===== src/rtl/mccpu_control.sv =====
`default_nettype none
// ============================================================================
// Module   : mccpu_control
// Purpose  : Multicycle control unit (IF/ID/EXE/MEM/WB) for the MIPS-subset
//            shared-ALU, single-memory datapath.
// Revision : 1.0 - initial release
// ============================================================================
module mccpu_control #(
    parameter logic [4:0] RA_IDX = 5'd31
) (
    input  logic       clock,
    input  logic       reset,
    input  logic [5:0] op,
    input  logic [5:0] func,
    input  logic       zero,
    input  logic       mem_ready,
    output logic       wpc,
    output logic       wir,
    output logic       wmem,
    output logic       wreg,
    output logic       iord,
    output logic       regrt,
    output logic       m2reg,
    output logic       jal,
    output logic       sext,
    output logic [1:0] alusrca,
    output logic [1:0] alusrcb,
    output logic [1:0] pcsource,
    output logic [3:0] aluc,
    output logic [2:0] dstate,
    output logic       illegal
);

    typedef enum logic [2:0] {
        S_IF  = 3'd0,
        S_ID  = 3'd1,
        S_EXE = 3'd2,
        S_MEM = 3'd3,
        S_WB  = 3'd4
    } state_t;

    localparam logic [3:0] c_ALU_ADD = 4'b0000;
    localparam logic [3:0] c_ALU_SUB = 4'b0100;
    localparam logic [3:0] c_ALU_AND = 4'b0001;
    localparam logic [3:0] c_ALU_OR  = 4'b0101;
    localparam logic [3:0] c_ALU_XOR = 4'b0010;
    localparam logic [3:0] c_ALU_LUI = 4'b0110;
    localparam logic [3:0] c_ALU_SLL = 4'b0011;
    localparam logic [3:0] c_ALU_SRL = 4'b0111;
    localparam logic [3:0] c_ALU_SRA = 4'b1111;

    // The datapath hardwires the link register; a zero index would drop every jal link.
    generate
        if (RA_IDX == 5'd0) begin : g_ra_idx_check
            $error("RA_IDX must select a writable register");
        end
    endgenerate

    state_t     r_state;
    state_t     w_state;
    state_t     w_next;
    logic       w_wpc, w_wir, w_wmem, w_wreg;
    logic       w_rtype, w_ralu, w_shift, w_jr;
    logic       w_ialu, w_addi, w_lw, w_sw, w_beq, w_bne, w_j, w_jal, w_legal;
    logic [3:0] w_raluc, w_ialuc;

    // Reset forces IF decode combinationally so outputs react before any edge.
    assign w_state = reset ? r_state : S_IF;
    assign w_rtype = (op == 6'b000000);

    always_comb begin
        w_ralu  = 1'b0;
        w_shift = 1'b0;
        w_jr    = 1'b0;
        w_raluc = c_ALU_ADD;
        unique case (func)
            6'b100000: begin w_ralu = 1'b1; w_raluc = c_ALU_ADD; end
            6'b100010: begin w_ralu = 1'b1; w_raluc = c_ALU_SUB; end
            6'b100100: begin w_ralu = 1'b1; w_raluc = c_ALU_AND; end
            6'b100101: begin w_ralu = 1'b1; w_raluc = c_ALU_OR;  end
            6'b100110: begin w_ralu = 1'b1; w_raluc = c_ALU_XOR; end
            6'b000000: begin w_ralu = 1'b1; w_shift = 1'b1; w_raluc = c_ALU_SLL; end
            6'b000010: begin w_ralu = 1'b1; w_shift = 1'b1; w_raluc = c_ALU_SRL; end
            6'b000011: begin w_ralu = 1'b1; w_shift = 1'b1; w_raluc = c_ALU_SRA; end
            6'b001000: w_jr = 1'b1;
            default:   ;
        endcase
    end

    always_comb begin
        w_ialu  = 1'b0;
        w_addi  = 1'b0;
        w_lw    = 1'b0;
        w_sw    = 1'b0;
        w_beq   = 1'b0;
        w_bne   = 1'b0;
        w_j     = 1'b0;
        w_jal   = 1'b0;
        w_ialuc = c_ALU_ADD;
        unique case (op)
            6'b001000: begin w_ialu = 1'b1; w_addi = 1'b1; w_ialuc = c_ALU_ADD; end
            6'b001100: begin w_ialu = 1'b1; w_ialuc = c_ALU_AND; end
            6'b001101: begin w_ialu = 1'b1; w_ialuc = c_ALU_OR;  end
            6'b001110: begin w_ialu = 1'b1; w_ialuc = c_ALU_XOR; end
            6'b001111: begin w_ialu = 1'b1; w_ialuc = c_ALU_LUI; end
            6'b100011: w_lw  = 1'b1;
            6'b101011: w_sw  = 1'b1;
            6'b000100: w_beq = 1'b1;
            6'b000101: w_bne = 1'b1;
            6'b000010: w_j   = 1'b1;
            6'b000011: w_jal = 1'b1;
            default:   ;
        endcase
    end

    assign w_legal = w_rtype ? (w_ralu | w_jr)
                             : (w_ialu | w_lw | w_sw | w_beq | w_bne | w_j | w_jal);

    always_comb begin
        w_next   = S_IF;
        w_wpc    = 1'b0;
        w_wir    = 1'b0;
        w_wmem   = 1'b0;
        w_wreg   = 1'b0;
        iord     = 1'b0;
        regrt    = 1'b0;
        m2reg    = 1'b0;
        jal      = 1'b0;
        sext     = 1'b0;
        alusrca  = 2'b00;
        alusrcb  = 2'b00;
        pcsource = 2'b00;
        aluc     = c_ALU_ADD;
        illegal  = 1'b0;
        case (w_state)
            S_IF: begin
                alusrcb = 2'b01;
                w_wpc   = mem_ready;
                w_wir   = mem_ready;
                w_next  = mem_ready ? S_ID : S_IF;
            end
            S_ID: begin
                // PC already holds PC+4 here, so ALUOut latches the branch target.
                alusrcb = 2'b11;
                sext    = 1'b1;
                w_next  = S_EXE;
                if (!w_legal) begin
                    illegal = 1'b1;
                    w_next  = S_IF;
                end else if (!w_rtype && (w_j || w_jal)) begin
                    w_wpc    = 1'b1;
                    pcsource = 2'b11;
                    w_wreg   = w_jal;
                    jal      = w_jal;
                    w_next   = S_IF;
                end else if (w_rtype && w_jr) begin
                    w_wpc    = 1'b1;
                    pcsource = 2'b10;
                    w_next   = S_IF;
                end
            end
            S_EXE: begin
                if (w_rtype && w_ralu) begin
                    alusrca = w_shift ? 2'b10 : 2'b01;
                    aluc    = w_raluc;
                    w_next  = S_WB;
                end else if (!w_rtype && w_ialu) begin
                    alusrca = 2'b01;
                    alusrcb = 2'b10;
                    sext    = w_addi;
                    aluc    = w_ialuc;
                    w_next  = S_WB;
                end else if (w_lw || w_sw) begin
                    alusrca = 2'b01;
                    alusrcb = 2'b10;
                    sext    = 1'b1;
                    w_next  = S_MEM;
                end else if (w_beq || w_bne) begin
                    alusrca  = 2'b01;
                    aluc     = c_ALU_SUB;
                    pcsource = 2'b01;
                    w_wpc    = w_beq ? zero : ~zero;
                end
            end
            S_MEM: begin
                iord   = 1'b1;
                w_wmem = w_sw & mem_ready;
                w_next = !mem_ready ? S_MEM : (w_lw ? S_WB : S_IF);
            end
            S_WB: begin
                w_wreg = 1'b1;
                regrt  = ~w_rtype;
                m2reg  = w_lw;
            end
            default: ;
        endcase
    end

    always_ff @(posedge clock or negedge reset) begin
        if (!reset) begin
            r_state <= S_IF;
        end else begin
            r_state <= w_next;
        end
    end

    assign wpc    = w_wpc  & reset;
    assign wir    = w_wir  & reset;
    assign wmem   = w_wmem & reset;
    assign wreg   = w_wreg & reset;
    assign dstate = r_state;

endmodule
`default_nettype wire


===== config.mk =====
export PLATFORM = sky130hd
export DESIGN_NAME = mccpu_control
export DESIGN_NICKNAME = d
export VERILOG_FILES = /design/src/rtl/mccpu_control.sv
export SDC_FILE = /design/constraint.sdc
export NUM_CORES = 1
export LEC_CHECK = 0
export BUFFER_PORTS_ARGS = -buffer_cell sky130_fd_sc_hd__buf_2
export CAP_MARGIN = 30
export CORE_MARGIN = 2
export CORE_UTILIZATION = 49
export CTS_BUF_LIST = sky130_fd_sc_hd__clkbuf_2 sky130_fd_sc_hd__clkbuf_4 sky130_fd_sc_hd__clkbuf_8
export DETAILED_ROUTE_END_ITERATION = 12
export PLACE_DENSITY = 0.87
export SLEW_MARGIN = 20
export SYNTH_ARGS = -nofsm -noshare
export SYNTH_HDL_FRONTEND = slang
export SYNTH_SLANG_ARGS = --single-unit

===== constraint.sdc =====
create_clock -name clock -period 4.65 [get_ports clock]
set_clock_uncertainty 0.05 [all_clocks]
set_input_delay 1.1625 -clock clock [delete_from_list [all_inputs] [get_ports clock]]
set_output_delay 1.1625 -clock clock [all_outputs]
set_load 0.005 [all_outputs]

# Word-level counts from Yosys, hierarchy flattened
# Index checks and enable logic that the tools add are counted.
word_totals:
  in_bits: 16
  wordCells: 123
  out_inout_bits: 23
  reg_bits: 3
op_classes:
  n_bitwise: 14
  n_mux: 71
  reduce_logical: 14
  eq_ne: 23
ops:
  columns: ["cell", "n"]
  rows:
  - ["6-bit == test (second input constant)", 7]
  - ["1-bit 2-to-1 mux", 40]
  - ["6-bit by 4-bit == test with 1-bit output (second input constant)", 6]
  - ["4-bit case mux with 7 select lines", 1]
  - ["2-bit 2-to-1 mux", 13]
  - ["6-bit by 2-bit == test with 1-bit output (second input constant)", 4]
  - ["3-bit case mux with 4 select lines", 2]
  - ["3-bit 2-to-1 mux", 7]
  - ["6-bit by 3-bit == test with 1-bit output (second input constant)", 2]
  - ["6-bit zero test", 2]
  - ["4-bit 2-to-1 mux", 3]
  - ["8-bit OR reduction", 1]
  - ["1-bit bitwise OR", 7]
  - ["3-bit by 2-bit == test with 1-bit output (second input constant)", 2]
  - ["2-bit case mux with 3 select lines", 1]
  - ["1-bit bitwise AND", 5]
  - ["5-bit OR reduction", 1]
  - ["1-bit logical AND", 4]
  - ["1-bit case mux with 2 select lines", 2]
  - ["2-bit case mux with 2 select lines", 1]
  - ["3-bit by 1-bit == test with 1-bit output (second input constant)", 1]
  - ["3-bit == test (second input constant)", 1]
  - ["3-bit zero test", 1]
  - ["1-bit logical OR", 3]
  - ["4 further kinds", 5]

# Longest topological paths before layout
depth:
  depth_word: 13
  mapped_depth: 6
  mapped_depth_nobuf: 5

# Worst setup path before layout
# Ideal clock, no wire load.
synth_timing:
  kind: "in2out"
  start: "input port op[2]"
  end: "output port alusrca[0]"
  path_stages: 6
  required_ns: 3.438
  arrival_ns: 2.132
  path_slack_ns: 1.306
  path_cell_list: "buf_2 nor2b_2 nand3_1 a21oi_1 nor3_1 a311oi_1"
synth_between:
  elab_chain_len: 8
synth_lines:
  columns: ["item", "line_no", "text"]
  rows:
  - ["start, declared", "13", "input logic [5:0] op,"]
  - ["6-bit by 3-bit == test with 1-bit output", "100", "unique case (op)"]
  - ["1-bit 2-to-1 mux", "100", null]
  - ["1-bit logical OR", "178", "end else if (w_beq || w_bne) begin"]
  - ["1-bit 2-to-1 mux", "178", null]
  - ["1-bit 2-to-1 mux", "173", "end else if (w_lw || w_sw) begin"]
  - ["1-bit 2-to-1 mux", "167", "end else if (!w_rtype && w_ialu) begin"]
  - ["2-bit 2-to-1 mux *", "163", "if (w_rtype && w_ralu) begin"]
  - ["2-bit 2-to-1 mux *", "135", "case (w_state)"]
  - ["end, declared", "26", "output logic [1:0] alusrca,"]
# Every way passes the cells marked *; elsewhere a longest branch is shown, timed or not.

# Final worst setup path
layout_timing:
  start: "input port reset"
  end: "output port wpc"
layout_between:
  elab_chain_len: 4
layout_lines:
  columns: ["item", "line_no", "text"]
  rows:
  - ["start, declared", "12", "input logic reset,"]
  - ["3-bit 2-to-1 mux", "68", "assign w_state = reset ? r_state : S_IF;"]
  - ["3-bit by 2-bit == test with 1-bit output, or another cell as far along", "135", null]
  - ["1-bit case mux with 3 select lines", "135", null]
  - ["1-bit bitwise AND *", "207", "assign wpc = w_wpc & reset;"]
  - ["end, declared", "17", "output logic wpc,"]
# Marked as above.

==> results list <==
* Crit Reg-Reg Endpoint: dstate[0]
* Y dimension of the die: 42.1 µm
- Cell count after placement: 148
- Unrepaired setup endpoints after global routing: no
* Reg-to-reg startpoint: dstate[2]
- STA classifies the critical path endpoint as an output port.
- Synthesized netlist cell count: 97
- Htree depth: 1
- TritonCTS built the clock tree.
- Upper clock frequency limit: 0.264 GHz
- TritonRoute pass-1 iters: 4
- The synthesized design contains 3 register bits.
- Power density cells: 139 nW/µm²
- Leading cell type in the layout, fill and taps excluded: buf_2
* Endpoint of the worst setup timing path: wpc
* Worst setup margin: 0.862 ns
- Total nets after synthesis: 113
* Period minus WS final: 3.79 ns
* Routed vias/inst: 6.16
* Final nets: 154
- Setup-violating endpoint count in the final report: 0
- Clk_lat worst skew: 0.22 ns
- Across the run, the number of max-cap violations was 0.
- ANT nets after route: 0
- Area contributors post-synth: dfrtp_1, nand2_1, and3_1
- The floorplan step defined a die boundary enclosing 1770 µm².
- The total overflow left after global routing is 0.
- Of all nets on the critical path, the largest fanout is 8.
- Measured along the x axis, the die boundary spans 42.1 µm.
- The tightest hold path in the finished design has a slack of 0.617 ns.
* Total number of yosys warnings: 0
- The number of setup buffers added after CTS is 0.
- Run status: completed
- Setup TNS: 0 ns
- Count of flip-flops with a built-in enable after synthesis: 0
- Worst-case headroom to the max-slew limit: 70.8%
- Endpoints failing hold: 0
* Count of final max-slew check failures: 0
* CP Class: in -> out
- Relative to the synthesized area, the layout overhead comes to 32.2%.
- CTS Root Buffer Type: clkbuf_4
* Yosys top cell area share: 10.6%
- Via total after detailed routing: 937
- After detailed routing, the number of remaining DRC violations is 0.
* Endpoint required time on the critical path: 3.44 ns
- Number of antenna violations at the first check in global routing: 0
* Standard-cell row count: 13
- Clock-pin slew reported for the worst setup and hold paths after clock tree synthesis: 0.04 ns
- Estimated wirelength of the detail-placed design: 1850 µm
- The initial utilization of the core area, before any placement, comes to 53.3%.
- Entering global routing, the biggest net connects 13 pins.
- Layout cells sized above 1: 40.9%
- The worst hold path belongs to the class reg -> reg.
* Number of antenna cells inserted: 0
- Input and output buffers added on the ports amount to 38.
* Final GP Congestion: 0.913
* Hold_buf cts: 0
- In the layout the commonest cells are buf_2, nand2_1, nor2_1.
- Summed over all instances, the cell type with the most area after synthesis is dfrtp_1.
- Ys flop type: dfrtp_1
- Number of non-filler instances in the completed layout: 152
- For the pin with the worst max-slew slack, the measured transition is 0.438 ns.
* Worst setup SP type: input port
- Sequential cells were found to cover 10.6% of the synthesized design area.
- TritonCTS Buffers: 3
- Summed over all layers, the routed wires come to 2290 µm.
* Unique masters post-synth: 46
- Crit. Startpoint: reset
- Mean instance size in the synthesized netlist: 7.33 µm²
* Via count of the first global-routing pass: 817
- Once the clock tree was built, the resizer swapped 0 gates to a different size.
- 39 I/O pins were placed.
* Core box area: 1330 µm²
- The detailed router finished its first iteration with 43 violations.
- Cell Area, Synth: 711 µm²
- Global routing used 24.9% of the available tracks across all layers.
- Number of flip-flops in the largest register: 3
* Worst path arrival time: 2.58 ns
- Worst Reg2Reg Path Length in Cells: 4
* Fraction of registers with async set or reset after synthesis: 100%
* Lkg Pwr: 0.496 nW
- After detailed routing, the average wire length per cell comes to 15.1 µm.
- Worst vdd ir: 0.166 mV
- The clock net in this run drives a total of 3 sinks.
- Dividing the final minimum period by the clock period gives 81.5%.
- Filler Cell Count: 113
- Timing analysis after detailed placement gives a worst setup slack of 0.907 ns.
- Largest buffer count on any clock path: 2
* First-pass GRT wire length: 3550 µm
* Slack of the worst reg-to-reg path: 3.07 ns
## cell families (layout without fill, tap and decap cells)
kind of cell,Yosys count,after routing,synth area share (%)
DFF,3,3,10.6
xor gates and xnor gates,1,1,1.23
AOI/OAI and AO/OA,27,27,27.8
and+or+nand+nor,60,60,56.9
buffers and inverters,6,46,3.52
## synth_stat cells (2+ instances only)
cell	instances
a21oi_1	5
nand2b_1	4
o21bai_1	2
dfrtp_1	3
o21ai_0	5
inv_1	4
and3_1	5
buf_2	2
nand3_1	5
nand2_1	11
a22o_1	2
nor2_1	8
nor2b_1	3
a22oi_1	2
nor2_2	3
nor4_1	2
nand3b_1	2
## through the flow
step / util, % / power, mW / cell area (µm²)
floorplan: - / 0.0589 / 711
global placement: 68.2 / 0.0776 / 910
detailed placement: 68.2 / 0.0800 / 910
CTS: 70.5 / 0.131 / 940
global route: 70.5 / 0.139 / 940
finish: 70.5 / 0.131 / 940
## report_power, final
part | total (mW) | switching, mW | internal, mW
combinational | 0.0515 | 0.0300 | 0.0215
sequential | 0.0293 | 0.00209 | 0.0272
clock | 0.0497 | 0.0119 | 0.0379
## worst min-delay path by stage
stage,from,to,slack (ns),cells after the start
after floorplan,dstate[2],dstate[0],0.58,3
after global placement,dstate[2],dstate[0],0.59,3
after detailed placement,dstate[2],dstate[0],0.62,3
after CTS,dstate[2],dstate[0],0.62,3
after global routing,dstate[2],dstate[0],0.66,3
final,dstate[2],dstate[0],0.62,3
## routing by layer
metal	global-route usage (%)	part of all wire [%]
met1	31.4	41
met5	0	0
met4	6.88	1.7
met3	3.02	7.3
met2	44.4	50
## layout make-up
type | instances | area (µm²) | area share (%)
Timing Repair Buffer | 38 | 190 | 20.2
Sequential cell | 3 | 75.1 | 7.99
Tap cell | 15 | 18.8 | 2.00
Clock buffer | 4 | 30.0 | 3.20
Multi-Input combinational cell | 88 | 611 | 65.0
Inverter | 4 | 15.0 | 1.60
## worst max-delay path: stages
cell and delay, ns:
buf_2 0.16, and2b_2 0.23, nand3b_4 0.12, nor4b_4 0.40
and2_4 0.22, o211a_1 0.17, buf_2 0.11
(Power assumes the default switching activity.)
